===== config.mk =====
export PLATFORM = sky130hd
export DESIGN_NAME = protocol_ctrl
export DESIGN_NICKNAME = d
export VERILOG_FILES = /design/src/rtl/protocol_pkg.sv /design/src/rtl/protocol_timer.sv /design/src/rtl/protocol_ctrl.sv
export SDC_FILE = /design/constraint.sdc
export NUM_CORES = 1
export LEC_CHECK = 0
export CAP_MARGIN = 0
export CORE_ASPECT_RATIO = 0.6
export CORE_MARGIN = 3
export CORE_UTILIZATION = 50
export CTS_BUF_LIST = sky130_fd_sc_hd__clkbuf_16
export DETAILED_ROUTE_END_ITERATION = 8
export GPL_TIMING_DRIVEN = 0
export MAX_ROUTING_LAYER = met4
export PLACE_DENSITY_LB_ADDON = 0.1
export SYNTH_ARGS = -nofsm -noshare
export SYNTH_HDL_FRONTEND = slang
export SYNTH_HIERARCHICAL = 1
export SYNTH_SLANG_ARGS = --single-unit
export TNS_END_PERCENT = 20

===== constraint.sdc =====
create_clock -name clk -period 5.4 [get_ports clk]
set_clock_uncertainty 0.05 [all_clocks]
set_input_delay 0.81 -clock clk [delete_from_list [all_inputs] [get_ports clk]]
set_output_delay 0.81 -clock clk [all_outputs]
set_load 0.02 [all_outputs]

===== src/rtl/protocol_pkg.sv =====
// protocol_pkg: PID and handshake encodings, controller states and width helpers
package protocol_pkg;
    typedef enum logic [3:0] {
        PID_OUT   = 4'b0001,
        PID_IN    = 4'b1001,
        PID_DATA0 = 4'b0011,
        PID_DATA1 = 4'b1011,
        PID_ACK   = 4'b0010
    } pid_t;
    typedef enum logic [2:0] {
        TX_NONE  = 3'b000,
        TX_ACK   = 3'b001,
        TX_NAK   = 3'b010,
        TX_STALL = 3'b011,
        TX_DATA0 = 3'b100,
        TX_DATA1 = 3'b101
    } tx_pkt_t;
    typedef enum logic [1:0] {ST_IDLE, ST_RX_DATA, ST_SEND, ST_TX_HS} state_t;
    function automatic int idx_width(input int n);
        return (n > 1) ? $clog2(n) : 1;
    endfunction
    function automatic int cnt_width(input int n);
        return $clog2(n + 1);
    endfunction
endpackage


===== src/rtl/protocol_timer.sv =====
// protocol_timer: wait bound; the cycle after restart counts as 0 and expired_o
// is high once TIMEOUT_CYCLES further cycles have passed
module protocol_timer #(
    parameter int TIMEOUT_CYCLES = 128
) (
    input  logic clk,
    input  logic n_rst,
    input  logic restart_i,
    output logic expired_o
);
    localparam int CNT_W = $clog2(TIMEOUT_CYCLES + 1);
    logic [CNT_W-1:0] cnt_q;
    always_ff @(posedge clk) begin
        if (!n_rst) cnt_q <= '0;
        else if (restart_i) cnt_q <= CNT_W'(1);
        else if (cnt_q != CNT_W'(TIMEOUT_CYCLES)) cnt_q <= cnt_q + 1'b1;
    end
    assign expired_o = !restart_i && cnt_q == CNT_W'(TIMEOUT_CYCLES);
endmodule


===== src/rtl/protocol_ctrl.sv =====
// protocol_ctrl: multi-endpoint USB transaction FSM with per-endpoint data toggles,
// stall, host handshake wait after IN data and bounded waits
module protocol_ctrl
    import protocol_pkg::*;
#(
    parameter int NUM_EP         = 4,
    parameter int BUF_DEPTH      = 64,
    parameter int TIMEOUT_CYCLES = 128,
    localparam int EP_W          = idx_width(NUM_EP),
    localparam int OCC_W         = cnt_width(BUF_DEPTH)
) (
    input  logic              clk,
    input  logic              n_rst,
    input  logic              rx_packet_valid,
    input  logic [3:0]        rx_packet,
    input  logic [EP_W-1:0]   rx_endpoint,
    input  logic              buffer_reserved,
    input  logic [OCC_W-1:0]  buffer_occupancy,
    input  logic [OCC_W-1:0]  tx_packet_data_size,
    input  logic              tx_busy,
    input  logic [NUM_EP-1:0] ep_stall,
    output logic              d_mode,
    output logic [2:0]        tx_packet,
    output logic [EP_W-1:0]   active_ep,
    output logic              clear,
    output logic              rx_transfer_active,
    output logic              tx_transfer_active,
    output logic              rx_data_ready,
    output logic              rx_error,
    output logic              tx_error
);
    state_t            state_q;
    tx_pkt_t           tx_packet_q;
    logic [EP_W-1:0]   active_ep_q;
    logic [NUM_EP-1:0] toggle_q;
    logic              nak_pend_q, send_data_q, send_tx_q, seen_busy_q, restart_q;
    logic              d_mode_q, clear_q, rx_ta_q, tx_ta_q, rx_dr_q, rx_err_q, tx_err_q;
    logic              tmr_exp, is_data, data_bit;

    assign is_data  = rx_packet == PID_DATA0 || rx_packet == PID_DATA1;
    assign data_bit = rx_packet[3];

    protocol_timer #(.TIMEOUT_CYCLES(TIMEOUT_CYCLES)) u_timer (
        .clk       (clk),
        .n_rst     (n_rst),
        .restart_i (restart_q),
        .expired_o (tmr_exp)
    );

    always_ff @(posedge clk) begin
        if (!n_rst) begin
            state_q     <= ST_IDLE;
            tx_packet_q <= TX_NONE;
            active_ep_q <= '0;
            toggle_q    <= '0;
            nak_pend_q  <= 1'b0;
            send_data_q <= 1'b0;
            send_tx_q   <= 1'b0;
            seen_busy_q <= 1'b0;
            restart_q   <= 1'b0;
            d_mode_q    <= 1'b0;
            clear_q     <= 1'b0;
            rx_ta_q     <= 1'b0;
            tx_ta_q     <= 1'b0;
            rx_dr_q     <= 1'b0;
            rx_err_q    <= 1'b0;
            tx_err_q    <= 1'b0;
        end else begin
            restart_q <= 1'b0;
            clear_q   <= 1'b0;
            rx_dr_q   <= 1'b0;
            rx_err_q  <= 1'b0;
            tx_err_q  <= 1'b0;
            case (state_q)
                ST_IDLE: begin
                    if (rx_packet_valid && rx_packet == PID_OUT) begin
                        active_ep_q <= rx_endpoint;
                        nak_pend_q  <= buffer_reserved || buffer_occupancy != '0;
                        rx_ta_q     <= 1'b1;
                        restart_q   <= 1'b1;
                        state_q     <= ST_RX_DATA;
                    end else if (rx_packet_valid && rx_packet == PID_IN) begin
                        active_ep_q <= rx_endpoint;
                        restart_q   <= 1'b1;
                        seen_busy_q <= 1'b0;
                        send_tx_q   <= 1'b1;
                        d_mode_q    <= 1'b1;
                        state_q     <= ST_SEND;
                        if (ep_stall[rx_endpoint]) begin
                            tx_packet_q <= TX_STALL;
                            send_data_q <= 1'b0;
                        end else if (buffer_reserved || buffer_occupancy < tx_packet_data_size) begin
                            tx_packet_q <= TX_NAK;
                            tx_err_q    <= 1'b1;
                            send_data_q <= 1'b0;
                        end else begin
                            tx_packet_q <= toggle_q[rx_endpoint] ? TX_DATA1 : TX_DATA0;
                            send_data_q <= 1'b1;
                            tx_ta_q     <= 1'b1;
                        end
                    end
                end
                ST_RX_DATA: begin
                    if (rx_packet_valid) begin
                        rx_ta_q     <= 1'b0;
                        restart_q   <= 1'b1;
                        seen_busy_q <= 1'b0;
                        send_tx_q   <= 1'b0;
                        send_data_q <= 1'b0;
                        d_mode_q    <= 1'b1;
                        state_q     <= ST_SEND;
                        if (!is_data) begin
                            rx_err_q    <= 1'b1;
                            clear_q     <= 1'b1;
                            tx_packet_q <= TX_NAK;
                        end else if (ep_stall[active_ep_q]) begin
                            clear_q     <= 1'b1;
                            tx_packet_q <= TX_STALL;
                        end else if (nak_pend_q) begin
                            clear_q     <= 1'b1;
                            tx_packet_q <= TX_NAK;
                        end else if (data_bit == toggle_q[active_ep_q]) begin
                            rx_dr_q               <= 1'b1;
                            toggle_q[active_ep_q] <= ~toggle_q[active_ep_q];
                            tx_packet_q           <= TX_ACK;
                        end else begin
                            // duplicate of an already-acked packet: drop it, re-ack
                            clear_q     <= 1'b1;
                            tx_packet_q <= TX_ACK;
                        end
                    end else if (tmr_exp) begin
                        rx_err_q  <= 1'b1;
                        clear_q   <= 1'b1;
                        rx_ta_q   <= 1'b0;
                        restart_q <= 1'b1;
                        state_q   <= ST_IDLE;
                    end
                end
                ST_SEND: begin
                    if (!seen_busy_q) begin
                        if (tx_busy) begin
                            seen_busy_q <= 1'b1;
                            tx_packet_q <= TX_NONE;
                        end else if (tmr_exp) begin
                            tx_err_q    <= send_tx_q;
                            rx_err_q    <= !send_tx_q;
                            tx_packet_q <= TX_NONE;
                            d_mode_q    <= 1'b0;
                            tx_ta_q     <= 1'b0;
                            restart_q   <= 1'b1;
                            state_q     <= ST_IDLE;
                        end
                    end else if (!tx_busy) begin
                        d_mode_q  <= 1'b0;
                        tx_ta_q   <= send_data_q;
                        restart_q <= 1'b1;
                        state_q   <= send_data_q ? ST_TX_HS : ST_IDLE;
                    end
                end
                default: begin
                    if (rx_packet_valid || tmr_exp) begin
                        if (rx_packet_valid && rx_packet == PID_ACK) toggle_q[active_ep_q] <= ~toggle_q[active_ep_q];
                        else tx_err_q <= 1'b1;
                        tx_ta_q   <= 1'b0;
                        restart_q <= 1'b1;
                        state_q   <= ST_IDLE;
                    end
                end
            endcase
        end
    end

    assign d_mode             = d_mode_q;
    assign tx_packet          = tx_packet_q;
    assign active_ep          = active_ep_q;
    assign clear              = clear_q;
    assign rx_transfer_active = rx_ta_q;
    assign tx_transfer_active = tx_ta_q;
    assign rx_data_ready      = rx_dr_q;
    assign rx_error           = rx_err_q;
    assign tx_error           = tx_err_q;
endmodule


==> flow_summary.ini <==
[route]
post_drt_wl_per_cell_um = 16.0
vias = 2027
drt-initial-drc-count = 168
drt-vias-per-instance = 6.05
wirelength_um = 5360
drc = 0
drt_pass1_iterations = 6
antenna_left = 0

[clock_tree]
cts.clk_slew.worst_paths_ps = 50
h-tree-depth = 2
clk_latency_ps = 280
cts_resized = 0
postCtsSetupBuffers = 0
root_buffer = clkbuf_16
cts_buffers = 5
cts_buffer_depth = 2
tritoncts = yes
ctsHoldBuffers = 0
cts_num_sinks = 31

[cells_and_area]
layout.nets = 328
area_delta_synth_final_pct = 29.5
final_area_mm2 = 0.00265
regArea_um2 = 621
diodes = 0
final_layout_size_suffix_gt1_frac = 0.0868
num-fill-cells = 317
multi_input_area_mm2 = 0.00130
finalCoreUtilization = 0.696

[sta]
maxSlewViolCount = 0
slew_headroom = 0.647
setup_tns_ps = 0
fin_ws_ps = 2700
hold_viol_final = 0
period_needed_ps = 2700
worst_pin_slew_ps = 524
setup_viol = 0
min_period_over_period = 0.500
rsz0062_at_grt = no
clock.fmax_mhz = 370

[synth]
synth_edf_count = 0
synth.ff_latch_count = 31
yosysTopAreaCell = dfxtp_1
yosysSeqAreaShare = 0.303
synth-main-ff-cell = dfxtp_1
async_reset_ff_frac = 0
avgSynthCellArea_um2 = 8.45
ys_warn_count = 6
syn_inst = 242
ys_top_cells_by_area = dfxtp_1 30%, ha_1 7.3%, mux4_2 4.4%, nor2_1 3.9%, a21oi_1 3.7%
synth.distinct_cells = 56
netlist_area_mm2 = 0.00205
synthesis.nets = 283
synth_top_area_frac = 0.303

[global_routing]
grt_pass1_vias = 1854
grt_first_pass_wirelength_um = 8860
grt-ovfl-total = 0
grt_usage = 0.235
grt_max_degree = 11
antenna_found_initial = 0

[placed_design]
place.port_buffers = 38
dpl_cell_area_mm2 = 0.00248
place_congestion = 0.851
dp_slack_ps = 2430
hpwl_um = 3940

[worst_setup_path]
crit_slowest_cell = clkdlybuf4s50_1
cp-startpoint = rx_packet[0]
crit_chain = clkdlybuf4s50_1, nor3b_2, nand3_1, a22o_1, a311o_1, a21oi_1
start_kind = input pin
criticalPathCategory = in2reg
cp_max_fo = 6
cp.required_ps = 5550
r2r-start = u_timer/cnt_q[0]
cp.arrival_ps = 2850
setup.worst_path.end_class = flop
critPathTopFamily = compound AO/OA/AOI/OAI gates
cpPeakStageDelay_ps = 570
cp.buffers_inverters = 1

[power]
p_total_mw = 0.663
cellLeakagePower_nw = 1.02
power_density_mw_per_mm2 = 250
peakVddDrop_uv = 191

[min_path]
hold_class = reg2reg
min_from = rx_transfer_active

[floorplan]
pin_count = 41
fp.dieH_um = 55.5
dieArea_mm2 = 0.00492
num_rows = 17
die_w_um = 88.6
start_util = 0.537
core_mm2 = 0.00381

[run_status]
outcome = completed

[run]
drv_cap = 0
[cells in the final DEF (no fill, tap or decap), types with 4 or more instances in the layout]
cell / n
inv_1: 17
mux4_2: 4
clkbuf_16: 5
nor2b_1: 6
clkbuf_1: 6
clkdlybuf4s50_1: 38
nand3_1: 6
ha_1: 12
o31ai_1: 6
a21oi_1: 15
nor4_1: 4
or3_1: 4
dfxtp_1: 31
nand2_1: 17
nor3_1: 4
a31oi_1: 4
nand2b_1: 5
o21ai_0: 15
nor2_1: 21
[synthesized netlist by cell type, types with 3 or more instances]
master / number
a211oi_1: 3
a21oi_1: 15
a31oi_1: 4
and3_1: 3
buf_2: 3
clkbuf_1: 6
dfxtp_1: 31
ha_1: 12
inv_1: 17
mux2i_1: 3
mux4_2: 4
nand2_1: 17
nand2b_1: 5
nand3_1: 6
nand4_1: 3
nor2_1: 21
nor2b_1: 6
nor3_1: 4
nor4_1: 4
o21ai_0: 15
o21bai_1: 3
o22ai_1: 3
o311ai_0: 3
o31ai_1: 6
or3_1: 4
[through the flow]
step,std cells,hold WS (ps)
global route,335,455
CTS,335,438
global placement,327,414
detailed placement,327,422
finish,335,435
floorplan,242,392
[worst reg2reg max path: stages, from the launching register on]
cell      delay (ps)
dfxtp_1          340
inv_1             90
ha_1             160
and4bb_2         260
nand2_1           70
nor2_1           270
clkbuf_1         360
o41ai_1          150
a22o_1           260
a311o_1          340
a21oi_1          150
[cell type report]
type / count / area share
Tap cell: 47 / 0.0222
Timing Repair Buffer: 38 / 0.144
Sequential cell: 31 / 0.234
Buffer: 11 / 0.0227
Multi-Input combinational cell: 183 / 0.491
Inverter: 17 / 0.0241
Clock inverter: 3 / 0.0146
Clock buffer: 5 / 0.0472
[flip-flops by register name (all words and copies together), names as in the netlist]
register and flops:
seen_busy_q 1, state_q 2, toggle_q 4, d_mode 1, send_data_q 1, rx_error 1
rx_data_ready 1, tx_packet 3, nak_pend_q 1, send_tx_q 1, u_timer/cnt_q 8, tx_error 1
rx_transfer_active 1, tx_transfer_active 1, active_ep 2, restart_q 1, clear 1
[cells by family (layout without fill, tap and decap cells)]
| logic type | count (synthesis) | count (layout) | share of synthesized area |
|---|---|---|---|
| flops | 31 | 31 | 0.303 |
| buf+inv | 28 | 74 | 0.0605 |
| xor+xnor | 4 | 4 | 0.0208 |
| compound gates | 68 | 68 | 0.221 |
| mux | 7 | 7 | 0.0587 |
| fa+ha+maj | 12 | 12 | 0.0734 |
| simple gates | 92 | 92 | 0.262 |
[where the power goes]
| part | leakage, nW | total (mW) | internal (mW) | switching, mW |
|---|---|---|---|---|
| clock network | 0.0812 | 0.317 | 0.215 | 0.103 |
| logic | 0.687 | 0.102 | 0.0509 | 0.0512 |
| registers | 0.251 | 0.244 | 0.236 | 0.00767 |
| total | 1.02 | 0.663 | 0.502 | 0.162 |
[path summary, 6_finish.rpt]
| kind | end | cells after the start | slack (ps) |
|---|---|---|---|
| max | state_q[1] | 6 | 2700 |
| min | rx_transfer_active | 2 | 440 |
| max reg2reg | state_q[1] | 10 | 2820 |
| min reg2reg | rx_transfer_active | 2 | 440 |
[routing by layer]
metal	GRT usage	wire length (um)	part of all wire
met4	0.0711	64	0.012
met2	0.309	2080	0.39
met5	-	0	0
met3	0.0551	549	0.10
met1	0.353	2660	0.50
Power figures use the tool's default switching activity.
